File: config.mk
export PLATFORM = sky130hd
export DESIGN_NAME = transport_receive
export DESIGN_NICKNAME = d
export VERILOG_FILES = /design/src/rtl/transport_receive.sv
export SDC_FILE = /design/constraint.sdc
export NUM_CORES = 1
export LEC_CHECK = 0
export CAP_MARGIN = 40
export CORE_MARGIN = 2
export CORE_UTILIZATION = 40
export DETAILED_ROUTE_END_ITERATION = 10
export GPL_TIMING_DRIVEN = 0
export PLACE_DENSITY_LB_ADDON = 0.25
export REMOVE_ABC_BUFFERS = 1
export SETUP_SLACK_MARGIN = 0.2
export SYNTH_ARGS = -nofsm -noshare
export SYNTH_HDL_FRONTEND = slang
export SYNTH_SLANG_ARGS = --single-unit
export TNS_END_PERCENT = 20
File: constraint.sdc
create_clock -name clk -period 6.8 [get_ports clk]
set_input_delay 0.68 -clock clk [delete_from_list [all_inputs] [get_ports clk]]
set_output_delay 0.68 -clock clk [all_outputs]
set_load 0.01 [all_outputs]
File: src/rtl/transport_receive.sv
// transport_receive: splits fixed-length link-layer byte packets into control words and buffered audio samples.
// Latency: ctrl_valid_o and err_*_o pulse 1 cycle after the deciding byte; a sample is pushed 1 cycle after its lo byte.
// Backpressure: none toward the link layer; a sample pushed into a full, unpopped FIFO is dropped and audio_overflow_o sticks.
// Ports: clk, reset (synchronous, active-high)
//   rx_active_i / rx_valid_i / rx_byte_i         : packet envelope, byte strobe and byte from the link layer
//   ctrl_valid_o / ctrl_data_o                   : control word strobe and held value
//   audio_valid_o / audio_data_o / audio_rd_i    : show-ahead sample FIFO head and pop
//   audio_overflow_o, err_header_o, err_trailer_o, err_truncated_o, busy_o : status

// Sample FIFO: show-ahead head, simultaneous push/pop allowed even when full.
// Latency: a push is visible at the head the cycle after it is written.
// Backpressure: a push into a full FIFO is lost unless a pop happens in the same cycle; a pop of an empty FIFO is ignored.
// Ports: push_i/push_dat_i write side, pop_i/head_dat_o read side, empty_o/full_o occupancy flags.
module transport_receive_fifo #(
  parameter int WIDTH = 16,
  parameter int DEPTH = 16   // power of 2, >= 2
) (
  input  logic             clk,
  input  logic             reset,
  input  logic             push_i,
  input  logic [WIDTH-1:0] push_dat_i,
  input  logic             pop_i,
  output logic [WIDTH-1:0] head_dat_o,
  output logic             empty_o,
  output logic             full_o
);
  localparam int AW = $clog2(DEPTH);
  localparam logic [AW:0]   FULL_CNT = (AW + 1)'(DEPTH);
  localparam logic [AW:0]   CNT_ONE  = (AW + 1)'(1);
  localparam logic [AW-1:0] PTR_ONE  = AW'(1);

  logic [WIDTH-1:0] mem_q [DEPTH];
  logic [AW-1:0]    wr_ptr_q, wr_ptr_d;
  logic [AW-1:0]    rd_ptr_q, rd_ptr_d;
  logic [AW:0]      cnt_q, cnt_d;
  logic             do_pop, do_push;

  assign empty_o = (cnt_q == '0);
  assign full_o  = (cnt_q == FULL_CNT);
  assign do_pop  = pop_i && !empty_o;
  // When full, a same-cycle pop frees the slot the push lands in (wr_ptr == rd_ptr).
  assign do_push = push_i && (!full_o || do_pop);
  // Head is forced to zero while empty so the output never shows stale or uninitialised storage.
  assign head_dat_o = empty_o ? '0 : mem_q[rd_ptr_q];

  always_comb begin
    wr_ptr_d = wr_ptr_q;
    rd_ptr_d = rd_ptr_q;
    cnt_d    = cnt_q;
    if (do_push) wr_ptr_d = wr_ptr_q + PTR_ONE;
    if (do_pop)  rd_ptr_d = rd_ptr_q + PTR_ONE;
    case ({do_push, do_pop})
      2'b10:   cnt_d = cnt_q + CNT_ONE;
      2'b01:   cnt_d = cnt_q - CNT_ONE;
      default: cnt_d = cnt_q;
    endcase
  end

  always_ff @(posedge clk) begin
    if (reset) begin
      wr_ptr_q <= '0;
      rd_ptr_q <= '0;
      cnt_q    <= '0;
    end else begin
      wr_ptr_q <= wr_ptr_d;
      rd_ptr_q <= rd_ptr_d;
      cnt_q    <= cnt_d;
    end
  end

  always_ff @(posedge clk) begin
    if (do_push) mem_q[wr_ptr_q] <= push_dat_i;
  end
endmodule

module transport_receive #(
  parameter int PACKET_SIZE = 16,  // even, >= 4
  parameter int AUDIO_DEPTH = 16   // power of 2
) (
  input  logic        clk,
  input  logic        reset,
  input  logic        rx_active_i,
  input  logic        rx_valid_i,
  input  logic [7:0]  rx_byte_i,
  output logic        ctrl_valid_o,
  output logic [15:0] ctrl_data_o,
  output logic        audio_valid_o,
  output logic [15:0] audio_data_o,
  input  logic        audio_rd_i,
  output logic        audio_overflow_o,
  output logic        err_header_o,
  output logic        err_trailer_o,
  output logic        err_truncated_o,
  output logic        busy_o
);
  localparam int BW = $clog2(PACKET_SIZE + 1);
  localparam logic [BW-1:0] BCNT_ONE   = BW'(1);
  localparam logic [BW-1:0] BCNT_LAST  = BW'(PACKET_SIZE);
  localparam logic [BW-1:0] BCNT_TRAIL = BW'(PACKET_SIZE - 1);

  typedef enum logic [2:0] {
    S_IDLE, S_CTRL_HI, S_CTRL_LO, S_PAD, S_AUD_HI, S_AUD_LO, S_TRAIL, S_DRAIN
  } state_t;

  state_t        state_q;
  logic [BW-1:0] bcnt_q;
  logic [15:0]   ctrl_hold_q;
  logic [15:0]   ctrl_data_q;
  logic          ctrl_valid_q;
  logic [7:0]    samp_hi_q;
  logic          push_q;
  logic [15:0]   push_dat_q;
  logic          overflow_q;
  logic          err_header_q, err_trailer_q, err_truncated_q;

  logic          byte_acc;
  logic [BW-1:0] bcnt_inc;
  logic          fifo_empty, fifo_full;
  logic [15:0]   fifo_head;

  assign byte_acc = rx_valid_i && rx_active_i;
  assign bcnt_inc = bcnt_q + BCNT_ONE;

  always_ff @(posedge clk) begin
    if (reset) begin
      state_q         <= S_IDLE;
      bcnt_q          <= '0;
      ctrl_hold_q     <= '0;
      ctrl_data_q     <= '0;
      ctrl_valid_q    <= 1'b0;
      samp_hi_q       <= '0;
      push_q          <= 1'b0;
      push_dat_q      <= '0;
      overflow_q      <= 1'b0;
      err_header_q    <= 1'b0;
      err_trailer_q   <= 1'b0;
      err_truncated_q <= 1'b0;
    end else begin
      ctrl_valid_q    <= 1'b0;
      push_q          <= 1'b0;
      err_header_q    <= 1'b0;
      err_trailer_q   <= 1'b0;
      err_truncated_q <= 1'b0;

      // Full FIFO is never empty, so any asserted read is a real pop that makes room.
      if (push_q && fifo_full && !audio_rd_i) overflow_q <= 1'b1;

      if (!rx_active_i && state_q != S_IDLE && state_q != S_DRAIN) begin
        // Envelope dropped mid-packet: abandon it; already pushed samples stay.
        err_truncated_q <= 1'b1;
        state_q         <= S_IDLE;
        bcnt_q          <= '0;
      end else if (!rx_active_i && state_q == S_DRAIN) begin
        state_q <= S_IDLE;
        bcnt_q  <= '0;
      end else if (byte_acc) begin
        bcnt_q <= bcnt_inc;
        case (state_q)
          S_IDLE: begin
            bcnt_q <= BCNT_ONE;
            if (rx_byte_i == 8'h40) begin
              state_q <= S_CTRL_HI;
            end else if (rx_byte_i == 8'h80) begin
              state_q <= S_AUD_HI;
            end else begin
              err_header_q <= 1'b1;
              state_q      <= S_DRAIN;
            end
          end
          S_CTRL_HI: begin
            ctrl_hold_q[15:8] <= rx_byte_i;
            state_q           <= S_CTRL_LO;
          end
          S_CTRL_LO: begin
            ctrl_hold_q[7:0] <= rx_byte_i;
            state_q          <= S_PAD;
          end
          S_PAD: begin
            // Word is only released once the whole packet has arrived.
            if (bcnt_inc == BCNT_LAST) begin
              ctrl_data_q  <= ctrl_hold_q;
              ctrl_valid_q <= 1'b1;
              state_q      <= S_IDLE;
            end
          end
          S_AUD_HI: begin
            samp_hi_q <= rx_byte_i;
            state_q   <= S_AUD_LO;
          end
          S_AUD_LO: begin
            push_q     <= 1'b1;
            push_dat_q <= {samp_hi_q, rx_byte_i};
            state_q    <= (bcnt_inc == BCNT_TRAIL) ? S_TRAIL : S_AUD_HI;
          end
          S_TRAIL: begin
            if (rx_byte_i != 8'hFF) err_trailer_q <= 1'b1;
            state_q <= S_IDLE;
          end
          S_DRAIN: begin
            if (bcnt_inc == BCNT_LAST) state_q <= S_IDLE;
          end
          default: state_q <= S_IDLE;
        endcase
      end
    end
  end

  transport_receive_fifo #(
    .WIDTH(16),
    .DEPTH(AUDIO_DEPTH)
  ) u_fifo (
    .clk       (clk),
    .reset     (reset),
    .push_i    (push_q),
    .push_dat_i(push_dat_q),
    .pop_i     (audio_rd_i),
    .head_dat_o(fifo_head),
    .empty_o   (fifo_empty),
    .full_o    (fifo_full)
  );

  assign ctrl_valid_o     = ctrl_valid_q;
  assign ctrl_data_o      = ctrl_data_q;
  assign audio_valid_o    = !fifo_empty;
  assign audio_data_o     = fifo_head;
  assign audio_overflow_o = overflow_q;
  assign err_header_o     = err_header_q;
  assign err_trailer_o    = err_trailer_q;
  assign err_truncated_o  = err_truncated_q;
  assign busy_o           = (state_q != S_IDLE);
endmodule
# --- Yosys cells after proc, flatten, opt, wreduce, memory -nomap -nowiden ---
# Memory sizes are Yosys's and may differ from the RTL's. A register that Yosys moved wholly into a read port is not among the register bits.
# Cells that the tools add are included.
word_totals:
  mem_count: 1
  ram_bits: 256
  register_bits: 83
  input_bits: 13
  output_inout_bits: 39
  wordCells: 91
classes:
  eq_ne: 17
  add_sub_neg: 5
  mux: 17
  n_reduce_logical: 29
  n_bitwise: 6
memory_table:
  columns: ["name", "depth", "word_bits", "read_ports", "rd_clocked_by_memory_dff", "wr", "line", "source"]
  rows:
  - ["u_fifo.mem_q", 16, 16, 1, 1, 1, "32", "logic [WIDTH-1:0] mem_q [DEPTH];"]
ops:
  columns: ["operator", "n"]
  rows:
  - ["case mux 3 bit (7 select lines)", 1]
  - ["two-way mux 16 bit", 1]
  - ["AND reduction 4 bit", 4]
  - ["equality test 3 bit, second input constant", 4]
  - ["adder 5 x 1 -> 5 bit, second input constant", 2]
  - ["equality test 5 bit, second input constant", 2]
  - ["case mux 5 bit (2 select lines)", 1]
  - ["OR reduction 5 bit", 2]
  - ["adder 4 x 1 -> 4 bit, second input constant", 2]
  - ["equality test 8 x 7 -> 1 bit, second input constant", 1]
  - ["equality test 8 bit, second input constant", 1]
  - ["logical AND 1 bit", 8]
  - ["two-way mux 4 bit", 2]
  - ["inequality test 8 bit, second input constant", 1]
  - ["two-way mux 1 bit", 7]
  - ["equality test 3 x 2 -> 1 bit, second input constant", 2]
  - ["two-way mux 3 bit", 2]
  - ["NOT 1 bit", 6]
  - ["OR reduction 6 bit", 1]
  - ["equality test 5 x 4 -> 1 bit, second input constant", 1]
  - ["zero test 5 bit", 1]
  - ["two-way mux 5 bit", 1]
  - ["AND reduction 5 bit", 1]
  - ["subtractor 5 x 1 -> 5 bit, second input constant", 1]
  - ["15 further kinds", 19]

# --- Logic depth before layout (Yosys ltp) ---
# Gate-level depths: netlist of the first run.
depth:
  word_depth: 7
  depth_mapped: 10
  ltp_nobuf: 9

# --- Hierarchy ---
# A second synthesis of the first run with hierarchy kept.
hier_totals:
  cells_unflattened: 849
  area_unflattened_um2: 13750.7
modules_own_cells:
  columns: ["module", "area_per_inst_um2", "cells_each", "instances", "seq_area_each_um2"]
  rows:
  - ["transport_receive_fifo", 10816.6, 531, 1, 8027.7]
  - ["transport_receive", 2934.1, 318, 1, 1401.3]

# --- Least setup slack after synthesis of the first run ---
# Ideal clock, no wire load.
synth_path:
  path_kind: "input port to flip-flop"
  from: "in audio_rd_i"
  to: "mem u_fifo.mem_q[0][0], enable pin"
  path_stages: 5
  n_path_buf: 1
  setup_time_ns: 0.430
  path_slack_ns: 3.609
  required_time_ns: 6.370
  arrival_ns: 2.760
  path_cell_list: "clkbuf_1 > nor2b_1 > nand2_1 > nand2_1 > nor4_1"
synth_via:
  elab_chain_len: 5
synth_rtl:
  columns: ["element", "line", "source"]
  rows:
  - ["from (decl)", "89", "input logic audio_rd_i,"]
  - ["logical AND 1 bit", "40", "assign do_pop = pop_i && !empty_o;"]
  - ["logical OR 1 bit", "42", "assign do_push = push_i && (!full_o || do_pop);"]
  - ["logical AND 1 bit", "42", null]
  - ["two-way mux 1 bit", "72", "if (do_push) mem_q[wr_ptr_q] <= push_dat_i;"]
  - ["two-way mux 1 bit (not written as such)", "72", null]
  - ["to (decl)", "32", null]
# Every way passes these cells.

==> flow_summary.json, run 1 <==
{
  "start_util": 0.405,
  "pre_cts_ws_ns": 3.18,
  "clk_latency_ns": 0.52,
  "track_usage": 0.161,
  "synthCells": 787,
  "synth_edf_count": 256,
  "cts_root_buffer": "clkbuf_16",
  "grt_pass1_wl_um": 42800,
  "htreeDepth": 2,
  "synthFlopType": "edfxtp_1",
  "synth_compound_area_frac": 0.0249,
  "layout.nets": 892,
  "vias": 6861,
  "slew_viol_final": 0,
  "crit_fanout": 39,
  "fin_tns_setup_ns": 0,
  "dp_hpwl_um": 18600,
  "drive_gt1_frac": 0.176,
  "netlist_area_um2": 13500,
  "worst_pin_slew_ns": 0.827,
  "rows": 67,
  "yosysSeqAreaShare": 0.696,
  "layout_setup_ws_ns": 2.78,
  "p_leak_uw": 0.00543,
  "skew_ns": 0.0231,
  "fmaxAchievable_mhz": 249,
  "top_level_ports": 52,
  "die_w_um": 188,
  "die_h_um": 188,
  "utilization": 0.479,
  "drc_errors": 0,
  "drt_iter0_drc": 471,
  "cts_tree": "built",
  "avgSynthCellArea_um2": 17.2,
  "worstPathRequired_ns": 6.12,
  "synth_cell_types": 54,
  "finalHoldViolCount": 0,
  "clockBufferDepth": 3,
  "critPathKind": "register to output pin",
  "cts-buffers-inserted": 36,
  "synth_fa_ha_area_frac": 0.00923,
  "place_congestion": 0.753,
  "drtPass1Iterations": 5,
  "grt_pass1_vias": 6933,
  "cpPeakStageDelay_ns": 0.66,
  "cts_resized": 0,
  "hold_buffers": 0,
  "viasPerCell": 5.10,
  "grt_overflow": 0,
  "synth_xor_area_frac": 0.00711,
  "max-vdd-ir-drop_uv": 154,
  "dieArea_um2": 35400,
  "synthArstFlopShare": 0,
  "num-fill-cells": 2808,
  "synthMuxAreaShare": 0.173,
  "dpl.cell_count": 1279,
  "syn_to_final_growth_pct": 18.2,
  "cts_setup_buffers": 0,
  "grt_max_degree": 76,
  "yosys.area_share.simple": 0.0682,
  "cp_slowest_cell": "dfxtp_4",
  "status": "finished clean",
  "portBuffers": 51,
  "rsz0062_at_grt": "false",
  "worstPathArrival_ns": 3.34,
  "cap_violations": 0,
  "crit_path_end_kind": "output pin",
  "fin_crit_sh": 0.591,
  "detail_route.wirelength_um": 28000,
  "yosysWarnings": 0,
  "drtAntennaViolNets": 0,
  "synth_top_family_by_area": "multiplexers",
  "core_area_um2": 33400,
  "worstHoldPathType": "register to register",
  "cts.sinks": 343,
  "clkTransAtPathRegs_ns": 0.06,
  "antenna_found_initial": 0,
  "start_kind": "register",
  "worstPathCellList": "buf_16 > mux4_1 > mux4_2 > and2_1 > clkdlybuf4s50_1",
  "fin_crit_ns": 4.02,
  "insertedDiodeCount": 0,
  "setup_violations": 0,
  "synth-seq-cells": 343,
  "powerDensity_nw_per_um2": 306,
  "routedWlPerCell_um": 20.9,
  "max_slew_margin": 0.446,
  "layout.cells.non_filler": 1344
}
==> layout by cell type, fill, tap and decap left out, drive strengths merged, types with 9 or more instances in the layout <==
cell type      netlist  final
edfxtp             256    256
buf                 21     37
clkdlybuf4s50        0     50
and2                22     22
nor3                14     14
a21oi               32     32
mux2i               42     42
mux4                80     80
nor4                 9      9
nand2               47     47
clkbuf              22     54
dfxtp               87     87
inv                 10     12
nor2                68     68
ha                  10     10
==> through the flow <==
stage	area, µm²	hold WS, ns	power (µW)
floorplan	13300	0.425	2810
global placement	14400	0.446	3070
detailed placement	14900	0.448	3090
CTS	16000	0.457	4960
global route	16000	0.468	5090
finish	16000	0.456	4900
==> cell families after synthesis <==
| family | count (synthesis) |
|---|---|
| adders and majority gates | 10 |
| AOI/OAI and AO/OA | 55 |
| DFF | 343 |
| xor gates and xnor gates | 11 |
| muxes | 123 |
| and+or+nand+nor | 192 |
| buffers and inverters | 53 |
==> Yosys cell counts (5+ instances only) <==
cell type	instances	area (µm²)
a211oi_1	5	37.5
a21oi_1	31	155
and2_1	22	138
buf_2	9	45.0
buf_6	5	56.3
clkbuf_1	20	75.1
dfxtp_1	87	1740
edfxtp_1	256	7690
ha_1	10	125
inv_1	10	37.5
mux2i_1	42	420
mux4_1	30	788
mux4_2	50	1130
nand2_1	47	176
nand2b_1	6	37.5
nand3_1	8	40.0
nor2_1	68	255
nor3_1	12	60.1
nor4_1	8	50.1
xnor2_1	5	43.8
xor2_1	6	52.6
==> worst paths after layout <==
check	startpoint	end	slack (ns)	depth (start not counted)
max reg2reg	u_fifo.cnt_q[1]$_SDFFE_PP0P_	u_fifo.mem_q[9][8]$_DFFE_PP_	4.11	6
min	samp_hi_q[4]$_SDFFE_PP0P_	push_dat_q[12]$_SDFFE_PP0P_	0.46	2
max	register	audio_data_o[15]	2.78	5
min reg2reg	samp_hi_q[4]$_SDFFE_PP0P_	push_dat_q[12]$_SDFFE_PP0P_	0.46	2
==> final cells by class <==
cell class	count	area, µm²	share of cell area
Tap cell	448	561	0.0350
Clock buffer	54	1020	0.0636
Clock inverter	11	111	0.00695
Sequential cell	343	9440	0.589
Multi-Input combinational cell	391	3880	0.242
Inverter	10	37.5	0.00234
Timing Repair Buffer	87	970	0.0605
==> critical path: cells and delay by family, from the launching register on <==
kind,cells,cell delay (ns)
mux,2,1.08
buf+inv,2,0.84
flops,1,0.66
simple gates,1,0.19
==> registers in the layout (all words and copies together), names as in the netlist, named ones only <==
signal            cells
ctrl_hold_q          16
audio_overflow_o      1
u_fifo.cnt_q          5
ctrl_valid_o          1
ctrl_data_o          16
u_fifo.mem_q        256
state_q               3
bcnt_q                5
err_trailer_o         1
err_header_o          1
samp_hi_q             8
u_fifo.wr_ptr_q       4
push_q                1
push_dat_q           16
err_truncated_o       1
u_fifo.rd_ptr_q       4
==> per-layer routing <==
layer  vias to the layer above  wire, µm  global-route usage
li1                       3238         -                   -
met1                      3464     12400               0.211
met2                       120     14100               0.281
met3                        39      1140              0.0283
met4                         0       388              0.0339
met5                         -         0                   0
==> where the power goes <==
group / internal (µW) / switching, µW
logic: 391 / 312
clock network: 1120 / 765
registers: 2250 / 73.8
Note: power is estimated with default switching activity, not from simulation.
==> run 2, diff against run 1 <==
==> constraint.sdc (replaced) <==
create_clock -name clk -period 3.4 [get_ports clk]
set_input_delay 0.34 -clock clk [delete_from_list [all_inputs] [get_ports clk]]
set_output_delay 0.34 -clock clk [all_outputs]
set_load 0.01 [all_outputs]
==> run 2 against run 1 <==
Against the previous run: global-route usage is 0.52 points higher; clock-buffer cell count unchanged; largest cell class unchanged; first-iteration DRC count rose by 4.2%; combinational power up 110%; sequential cell count unchanged; critical path type unchanged; clock skew down 0.00055 ns; die area is the same; setup slack worse by 2.6 ns; sequential share of layout area shrank 0.61 points; critical endpoint is now audio_data_o[13].
==> flow_summary.json, run 2 (synthesized netlist as in run 1, its figures left out) <==
{
  "status": "finished clean",
  "place_area_um2": 14900,
  "grt_pass1_wl_um": 43800,
  "syn_to_final_growth_pct": 19.5,
  "vias": 6949,
  "powerDensity_nw_per_um2": 607,
  "cpPeakStageDelay_ns": 0.57,
  "largest_register": "u_fifo.mem_q",
  "worstPathRequired_ns": 3.06,
  "antenna_found_initial": 0,
  "top_level_ports": 52,
  "dieArea_um2": 35400,
  "max-vdd-ir-drop_uv": 308,
  "layout_setup_ws_ns": 0.159,
  "start_util": 0.405,
  "clkTransAtPathRegs_ns": 0.06,
  "critPathKind": "register to output pin",
  "clockBufferDepth": 3,
  "routedWlPerCell_um": 21.5,
  "crit_fanout": 10,
  "htreeDepth": 2,
  "finalHoldViolCount": 0,
  "largest_reg_flops": 256,
  "viasPerCell": 5.14,
  "max_slew_margin": 0.445,
  "place_congestion": 0.753,
  "track_usage": 0.166,
  "rows": 67,
  "worstPathCellList": "buf_12 > buf_16 > mux4_1 > mux4_2 > and2_1 > clkdlybuf4s50_1",
  "worstPathArrival_ns": 2.90,
  "detail_route.wirelength_um": 29000,
  "layout.nets": 900,
  "pre_cts_ws_ns": 0.123,
  "final_common_cell": "edfxtp_1",
  "cts_tree": "built",
  "grt_pass1_vias": 7004,
  "cap_violations": 0,
  "dp_hpwl_um": 18600,
  "p_leak_uw": 0.00551,
  "dpl.cell_count": 1279,
  "grt_max_degree": 76,
  "fmaxAchievable_mhz": 309,
  "clk_latency_ns": 0.52,
  "cp_slowest_cell": "mux4_1",
  "worstHoldPathType": "input port to register",
  "die_w_um": 188,
  "fin_area_um2": 16200,
  "core_area_um2": 33400,
  "hold_buffers": 0,
  "cts-buffers-inserted": 36,
  "drt_iter0_drc": 491,
  "start_kind": "register",
  "drive_gt1_frac": 0.184,
  "whs_ns": 0.373,
  "die_h_um": 188,
  "final_cell_mix": "edfxtp_1 (256), dfxtp_1 (84), nor2_1 (64)",
  "crit_path_end_kind": "output pin",
  "cts_root_buffer": "clkbuf_16",
  "fin_crit_sh": 0.953,
  "setup_violations": 0,
  "drtAntennaViolNets": 0,
  "insertedDiodeCount": 0,
  "fin_crit_ns": 3.24,
  "cts.sinks": 343,
  "utilization": 0.484,
  "worst_pin_slew_ns": 0.827,
  "drtPass1Iterations": 4,
  "drc_errors": 0,
  "layout.cells.non_filler": 1352,
  "grt_overflow": 0,
  "rsz0062_at_grt": "true",
  "skew_ns": 0.0225,
  "num-fill-cells": 2795,
  "portBuffers": 51,
  "slew_viol_final": 0
}
## run 2: report_power, final
group | switching, µW | internal [µW] | total, µW | leakage (µW)
Sequential | 90.5 | 4490 | 4580 | 0.00310
Clock | 1530 | 2230 | 3760 | 0.000548
Combinational | 708 | 772 | 1480 | 0.00186
## run 2: through the flow
step	power [µW]	setup TNS, ns
5_1_grt	10200	0
6_report	9830	0
4_1_cts	9920	0
3_5_place_dp	6040	0
2_1_floorplan	5490	-10.20
3_3_place_gp	5990	-318.94
## run 2: worst paths after layout
path | from | end | slack [ns] | depth (start not counted)
max reg2reg | u_fifo.cnt_q[1]$_SDFFE_PP0P_ | u_fifo.mem_q[9][8]$_DFFE_PP_ | 0.72 | 6
min | reset | u_fifo.cnt_q[1]$_SDFFE_PP0P_ | 0.37 | 2
min reg2reg | samp_hi_q[4]$_SDFFE_PP0P_ | push_dat_q[12]$_SDFFE_PP0P_ | 0.46 | 2
max | register | audio_data_o[13] | 0.16 | 6
## run 2: area by class of cell
| cell class | instances | area (µm²) | share of cell area |
|---|---|---|---|
| Tap cell | 448 | 561 | 0.0346 |
| Multi-Input combinational cell | 391 | 3880 | 0.240 |
| Clock buffer | 54 | 1020 | 0.0630 |
| Timing Repair Buffer | 95 | 1140 | 0.0703 |
| Clock inverter | 11 | 111 | 0.00688 |
| Inverter | 10 | 37.5 | 0.00232 |
| Sequential cell | 343 | 9440 | 0.583 |
## run 2: critical path, delay by kind of cell, from the launching register on
| kind | cells | cell delay, ns |
|---|---|---|
| multiplexers | 2 | 1.08 |
| buffers and inverters | 3 | 0.79 |
| flip-flops | 1 | 0.35 |
| AND/OR/NAND/NOR | 1 | 0.18 |
## run 2: repair_timing
action / in CTS / in global routing
cloned: 2 / 1
setup endpoints to repair: 16 / 14
gates resized for setup: 5 / 3
buffers inserted: 5 / 0
## run 2: per-layer routing
| metal | GRT usage | vias up | wire [µm] |
|---|---|---|---|
| li1 | - | 3256 | - |
| met1 | 0.217 | 3521 | 12700 |
| met2 | 0.291 | 131 | 14700 |
| met3 | 0.0281 | 41 | 1180 |
| met4 | 0.0360 | 0 | 435 |
| met5 | 0 | - | 0 |
==> run 3, diff against run 2 <==
--- a/config.mk
+++ b/config.mk
@@ -8,6 +8,7 @@
 export CAP_MARGIN = 40
 export CORE_MARGIN = 2
 export CORE_UTILIZATION = 40
+export CTS_BUF_LIST = sky130_fd_sc_hd__clkbuf_8
 export DETAILED_ROUTE_END_ITERATION = 10
 export GPL_TIMING_DRIVEN = 0
 export PLACE_DENSITY_LB_ADDON = 0.25
==> run 3 against run 2 <==
Against the previous run: first-iteration DRC count increased by 9.0%; sequential cell count unchanged; critical endpoint is now audio_data_o[15]; highest routed layer unchanged; non-clock buffer count decreased by 3.
==> flow_summary.json, run 3 (synthesized netlist as in run 1, its figures left out) <==
{
  "start_util": 0.405,
  "cts_tree": "built",
  "p_leak_uw": 0.00558,
  "critPathKind": "register to output pin",
  "power_switching_uw": 2320,
  "fin_crit_sh": 0.921,
  "layout.cells.non_filler": 1388,
  "clockBufferDepth": 3,
  "crit_path_end_kind": "output pin",
  "grt_pass1_vias": 7222,
  "die_h_um": 188,
  "cts-buffers-inserted": 55,
  "track_usage": 0.165,
  "fin_tns_setup_ns": 0,
  "worstHoldPathType": "input port to register",
  "setup_violations": 0,
  "htreeDepth": 2,
  "cts_root_buffer": "clkbuf_8",
  "worst_pin_slew_ns": 0.830,
  "largest_register": "u_fifo.mem_q",
  "clkPwrFrac": 0.355,
  "clk_latency_ns": 0.59,
  "worstPathRequired_ns": 3.06,
  "clkTransAtPathRegs_ns": 0.06,
  "portBuffers": 51,
  "insertedDiodeCount": 0,
  "cts.sinks": 343,
  "slew_viol_final": 0,
  "dpl.cell_count": 1279,
  "fin_crit_ns": 3.13,
  "comb_power_share": 0.147,
  "cap_violations": 0,
  "finalHoldViolCount": 0,
  "switching_share": 0.252,
  "dp_hpwl_um": 18600,
  "vias": 7076,
  "dieArea_um2": 35400,
  "start_kind": "register",
  "max_slew_margin": 0.444,
  "routedWlPerCell_um": 20.9,
  "crit_fanout": 20,
  "drc_errors": 0,
  "drive_gt1_frac": 0.199,
  "max-vdd-ir-drop_uv": 297,
  "seqPwrFrac": 0.498,
  "drtPass1Iterations": 4,
  "core_area_um2": 33400,
  "place_congestion": 0.753,
  "syn_to_final_growth_pct": 18.2,
  "worstPathArrival_ns": 2.79,
  "skew_ns": 0.0355,
  "rsz0062_at_grt": "true",
  "drt_iter0_drc": 535,
  "layout.nets": 916,
  "final_cell_mix": "edfxtp_1 (256), dfxtp_1 (84), nor2_1 (64)",
  "status": "finished clean",
  "internal_power_uw": 6910,
  "viasPerCell": 5.10,
  "top_level_ports": 52,
  "detail_route.wirelength_um": 28900,
  "final_common_cell": "edfxtp_1",
  "antenna_found_initial": 0,
  "powerDensity_nw_per_um2": 577,
  "fmaxAchievable_mhz": 319,
  "largest_reg_flops": 256,
  "grt_pass1_wl_um": 44000,
  "rows": 67,
  "die_w_um": 188,
  "grt_overflow": 0,
  "grt_max_degree": 76,
  "drtAntennaViolNets": 0
}
[run 3: final cells by class]
type                            count  area [µm²]
Sequential cell                   343        9440
Clock buffer                       61         840
Timing Repair Buffer               92        1050
Clock inverter                     43         206
Fill cell                        2882       17400
Tap cell                          448         561
Inverter                           10        37.5
Multi-Input combinational cell    391        3880
[run 3: power by group through the flow]
stage                     Clock (µW)  Combinational [µW]  Sequential (µW)
after CTS                       3370                1370             4610
after detailed placement           0                1300             4740
final                           3280                1360             4600
after global placement             0                1140             4850
after floorplan                    0                 733             4760
after global routing            3570                1480             4610
[run 3: worst paths after layout]
check,start,endpoint,slack [ns],depth (start not counted)
min,reset,u_fifo.cnt_q[1]$_SDFFE_PP0P_,0.32,2
min reg2reg,samp_hi_q[4]$_SDFFE_PP0P_,push_dat_q[12]$_SDFFE_PP0P_,0.45,2
max,register,audio_data_o[15],0.27,5
max reg2reg,u_fifo.cnt_q[1]$_SDFFE_PP0P_,u_fifo.cnt_q[4]$_SDFFE_PP0P_,0.72,9
[run 3: critical path: stages, from the launching register on]
cell	delay [ns]
dfxtp_4	0.43
buf_16	0.21
mux4_1	0.60
mux4_2	0.46
and2_1	0.18
dlygate4sd2_1	0.31
[run 3: repair_timing]
item,4_1_cts,5_1_grt
setup buffers,3,1
resized for setup,22,0
hold buffers,0,0
endpoints found under the setup margin,16,14
gates cloned,1,0
[run 3: layer usage]
layer | vias up | part of all wire | GRT usage
li1 | 3297 | - | -
met1 | 3581 | 0.43 | 0.213
met2 | 153 | 0.50 | 0.288
met3 | 45 | 0.044 | 0.0329
met4 | 0 | 0.020 | 0.0412
met5 | - | 0 | 0
[run 3: metrics by stage]
stage               utilization  setup WS (ns)  hold slack (ns)  instance area [µm²]  total power (µW)
detailed placement        0.445          0.123            0.448                14900              6040
CTS                       0.478          0.200            0.308                16000              9360
floorplan                     -         -0.640            0.409                13300              5490
global placement          0.430          -2.38            0.446                14400              5990
global route              0.479          0.173            0.331                16000              9650
finish                    0.479          0.269            0.318                16000              9230
